--- config.mk ---
export PLATFORM = sky130hd
export DESIGN_NAME = mult_seq_param
export DESIGN_NICKNAME = d
export VERILOG_FILES = /design/src/rtl/mult_seq_param.sv
export SDC_FILE = /design/constraint.sdc
export NUM_CORES = 1
export LEC_CHECK = 0
export BUFFER_PORTS_ARGS = -buffer_cell sky130_fd_sc_hd__buf_2
export CAP_MARGIN = 10
export CORE_ASPECT_RATIO = 1.1
export CORE_MARGIN = 2
export CORE_UTILIZATION = 30
export CTS_CLUSTER_SIZE = 25
export DETAILED_ROUTE_END_ITERATION = 8
export PLACE_DENSITY_LB_ADDON = 0.05
export SYNTH_ARGS = -nofsm -noshare
export SYNTH_HDL_FRONTEND = slang
export SYNTH_SLANG_ARGS = --single-unit
--- constraint.sdc ---
create_clock -name clk -period 8.9 [get_ports clk]
set_clock_uncertainty 0.15 [all_clocks]
set_input_delay 0 -clock clk [delete_from_list [all_inputs] [get_ports clk]]
set_output_delay 0 -clock clk [all_outputs]
set_load 0.05 [all_outputs]
--- src/rtl/mult_seq_param.sv ---
// Sequential multiplier that builds an A_W x B_W product from A_CHUNK x B_CHUNK
// partial products, one per cycle, with optional two's-complement operands.
module mult_seq_param #(
    parameter int A_W     = 32,
    parameter int B_W     = 32,
    parameter int A_CHUNK = 8,
    parameter int B_CHUNK = 16
) (
    input  logic               clk,
    input  logic               reset,
    input  logic               start,
    input  logic               signed_mode,
    input  logic [A_W-1:0]     a,
    input  logic [B_W-1:0]     b,
    output logic               busy,
    output logic               done,
    output logic [A_W+B_W-1:0] product
);

    localparam int NA  = A_W / A_CHUNK;
    localparam int NB  = B_W / B_CHUNK;
    localparam int PW  = A_W + B_W;
    localparam int PPW = A_CHUNK + B_CHUNK;
    localparam int IW  = (NA > 1) ? $clog2(NA) : 1;
    localparam int JW  = (NB > 1) ? $clog2(NB) : 1;
    localparam logic [IW-1:0] I_LAST = IW'(NA - 1);
    localparam logic [JW-1:0] J_LAST = JW'(NB - 1);

    typedef enum logic [1:0] {IDLE, CALC, FIX} state_t;

    state_t          state;
    state_t          nextState;
    logic [A_W-1:0]  aMag;
    logic [B_W-1:0]  bMag;
    logic            resSign;
    logic [IW-1:0]   iIdx;
    logic [JW-1:0]   jIdx;
    logic            lastSlice;
    logic [A_W-1:0]  aAbs;
    logic [B_W-1:0]  bAbs;
    logic [A_CHUNK-1:0] aSlice;
    logic [B_CHUNK-1:0] bSlice;
    logic [PPW-1:0]  partial;
    logic [PW-1:0]   partialShifted;

    // In signed mode the most negative operand negates onto itself, which read
    // as unsigned is exactly its magnitude 2^(W-1).
    assign aAbs = (signed_mode && a[A_W-1]) ? -a : a;
    assign bAbs = (signed_mode && b[B_W-1]) ? -b : b;

    assign busy      = (state != IDLE);
    assign lastSlice = (iIdx == I_LAST) && (jIdx == J_LAST);

    assign aSlice         = A_CHUNK'(aMag >> (A_CHUNK * int'(iIdx)));
    assign bSlice         = B_CHUNK'(bMag >> (B_CHUNK * int'(jIdx)));
    assign partial        = PPW'(aSlice) * PPW'(bSlice);
    assign partialShifted = PW'(partial) << (A_CHUNK * int'(iIdx) + B_CHUNK * int'(jIdx));

    always_ff @(posedge clk or negedge reset) begin
        if (!reset) begin
            state <= IDLE;
        end else begin
            state <= nextState;
        end
    end

    always_comb begin
        nextState = state;
        case (state)
            IDLE:    if (start) nextState = CALC;
            CALC:    if (lastSlice) nextState = FIX;
            FIX:     nextState = IDLE;
            default: nextState = IDLE;
        endcase
    end

    // Slice walk runs i fastest, j slowest; the accumulated product is the
    // unsigned magnitude until FIX applies the result sign.
    always_ff @(posedge clk or negedge reset) begin
        if (!reset) begin
            aMag    <= '0;
            bMag    <= '0;
            resSign <= 1'b0;
            iIdx    <= '0;
            jIdx    <= '0;
            product <= '0;
            done    <= 1'b0;
        end else begin
            done <= (state == FIX);
            case (state)
                IDLE: begin
                    if (start) begin
                        aMag    <= aAbs;
                        bMag    <= bAbs;
                        resSign <= signed_mode & (a[A_W-1] ^ b[B_W-1]);
                        product <= '0;
                        iIdx    <= '0;
                        jIdx    <= '0;
                    end
                end
                CALC: begin
                    product <= product + partialShifted;
                    if (iIdx == I_LAST) begin
                        iIdx <= '0;
                        if (jIdx == J_LAST) begin
                            jIdx <= '0;
                        end else begin
                            jIdx <= jIdx + JW'(1);
                        end
                    end else begin
                        iIdx <= iIdx + IW'(1);
                    end
                end
                FIX: begin
                    if (resSign) begin
                        product <= -product;
                    end
                end
                default: ;
            endcase
        end
    end

endmodule

==> results.cfg <==
[outcome]
status = finished clean

[hold_path]
hp-class = input port to flip-flop
hold_start = a[2]

[synth]
syn_area_per_cell_sq_um = 7.676
synth.lib_cells_used.distinct = 78
yosys.area.top_type_share_pct = 20.10
async_flop_share_pct = 100.0
syn_nets = 2458
synth_edf_count = 0
yosys_warnings = 0
yosysSeqAreaShare_pct = 20.10
synthFlopType = dfrtp_1
yosys.area.top_type = dfrtp_1
synth_area_sq_mm = 0.01680
synth_cells = 2189
synth.most_common_cell = nor2_1
ys_ff_latch = 135
synthTopCellsByArea = dfrtp_1 (20%), fa_1 (10%), ha_1 (8.6%), nor2_1 (5.8%), o21ai_0 (5.7%)
synth_common_cells = nor2_1 (258), nand2_1 (208), o21ai_0 (192)

[timing]
fmax_mhz = 116.5
worst_pin_slew_ns = 1.121
rsz0062_at_grt = yes
hold_ws_ns = 0.2445
hold_viol = 0
report.final.slew_viol_count = 0
setup_ws_ns = 0.3129
relSlewSlack_pct = 25.09
fin_crit_ns = 8.587
period_share_pct = 96.48
setup_viol = 0

[clocking]
insertion_delay_ns = 0.49
cts.htree.levels = 4
cts_tree = done
clkTransAtPathRegs_ns = 0.07
cts_made_buffers = 17
clockRootBuffer = clkbuf_16
cts.sinks = 135
clk_path_buf_depth = 2

[grt]
grt_max_degree = 97
grt_pass1_wl_mm = 96.81
grt_usage_pct = 21.50
first_global_vias = 16997
grt-ovfl-total = 0
grt_antenna_before_repair = 0

[critical_path]
start_kind = flip-flop
critPathLaunch = iIdx[1]
crit_type = flip-flop to flip-flop
worstSetupEndpointType = flip-flop
slowest_stage = fa_1
reg2reg_from = iIdx[1]
crit_path_max_fanout = 16
critical_path.max_stage_delay_ns = 0.55
cp.required_ns = 9.11
crit_arrival_ns = 8.79

[place]
hpwl_mm = 48.44
gp_congestion = 0.9271
place_ws_ns = -0.1065
port_buffers = 133

[layout]
drive_gt1_share_pct = 14.75
n_antenna_cell = 0
nNetsFinal = 2717
fill_cells = 5843
area_delta_synth_final_pct = 23.80
fin_util_pct = 37.78

[job]
cap_violations = 0

[die]
pin_count = 134
fp.dieArea_sq_mm = 0.05792
die_h_um = 252.2
core_area_sq_mm = 0.05507
num_rows = 90
die-width_um = 229.7
initial_core_util_pct = 30.52

[detailed_routing]
postRouteAntennaNets = 0
wl_per_cell_um = 19.50
vias_per_cell = 5.318
drtIter0Drc = 859
drc_errors = 0
wirelength_mm = 62.33
vias = 17002
dr.pass1.iters = 6
==> metal layers <==
metal | GRT usage, % | vias up | wire length [um]
met5 | 0 | - | 0
met4 | 10.87 | 0 | 2651
met3 | 2.933 | 100 | 2019
met2 | 37.76 | 368 | 31010
met1 | 25.65 | 8233 | 26650
li1 | - | 8301 | -
==> per-stage QoR <==
stage	instances	cell area (sq um)	setup TNS, ns
floorplan	2189	16800	0
global placement	3034	18730	-0.7094
detailed placement	3034	18730	-0.7838
CTS	3185	20530	0
global route	3197	20800	-0.2904
finish	3197	20800	0
==> placed cells by master, fill, tap and decap left out, drive strengths merged, types with 6 or more instances in the layout <==
cell,n
a211oi,18
a21boi,6
a21o,47
a21oi,149
a22o,32
a22oi,13
a31oi,23
and2,21
and3,16
buf,234
clkbuf,19
clkinv,7
dfrtp,135
dlygate4sd3,117
fa,85
ha,116
inv,140
mux2,10
mux2i,33
nand2,209
nand2b,27
nand3,35
nand4,23
nor2,258
nor2b,9
nor3,76
nor4,22
o211ai,9
o21a,10
o21ai,203
o21bai,20
o22ai,39
o31ai,17
o41ai,9
or2,33
or3,20
or4,11
xnor2,72
xor2,63
==> timing repair <==
action	4_1_cts	5_1_grt
endpoints found under the setup margin	12	35
buffers inserted	1	9
endpoints found under the hold margin	137	0
pin swaps	1	7
hold buffers	118	0
resized for setup	6	49
cloned	0	3
==> final timing paths <==
path	end	slack, ns	cells after the start
setup / recovery	product[63]	0.31	36
hold / removal	aMag[2]	0.24	4
setup reg to reg	product[63]	0.31	36
hold reg to reg	bMag[14]	0.33	2
max in group asynchronous	bMag[13]	6.93	4
min in group asynchronous	product[27]	0.43	3
==> area by class of cell <==
class | count | area, sq um | area share (%)
Clock inverter | 13 | 132.6 | 0.6375
Inverter | 137 | 518.0 | 2.490
Clock buffer | 19 | 452.9 | 2.177
Timing Repair Buffer | 353 | 2711 | 13.03
Tap cell | 736 | 920.9 | 4.427
Sequential cell | 135 | 3379 | 16.24
Timing Repair inverter | 1 | 5.005 | 0.02406
Multi-Input combinational cell | 1803 | 12680 | 60.97
==> logic make-up after synthesis <==
group	Yosys count	synth area share, %
AOI/OAI and AO/OA	650	24.15
xor gates and xnor gates	135	7.036
adders and majority gates	201	18.76
buffers and inverters	251	5.652
DFF	135	20.10
muxes	43	2.636
and+or+nand+nor	774	21.65
==> registers in the layout, indices dropped and copies added (netlist names) <==
signal and flops:
aMag 32, bMag 32, done 1, iIdx 2, jIdx 1, product 64
resSign 1, state 2
==> worst max-delay path, delay by kind of cell (launching register included) <==
| kind | cells | cell delay, ns |
|---|---|---|
| adder cells (fa/ha/maj) | 6 | 2.67 |
| multiplexers | 1 | 0.13 |
| AND/OR/NAND/NOR | 8 | 1.70 |
| flip-flops | 1 | 0.41 |
| XOR/XNOR | 2 | 0.44 |
| AO/OA/AOI/OAI | 11 | 1.77 |
| buffers and inverters | 8 | 1.19 |
Power is not shown: default switching activity piles up to over one toggle a cycle in this logic, so the estimate is an artifact.
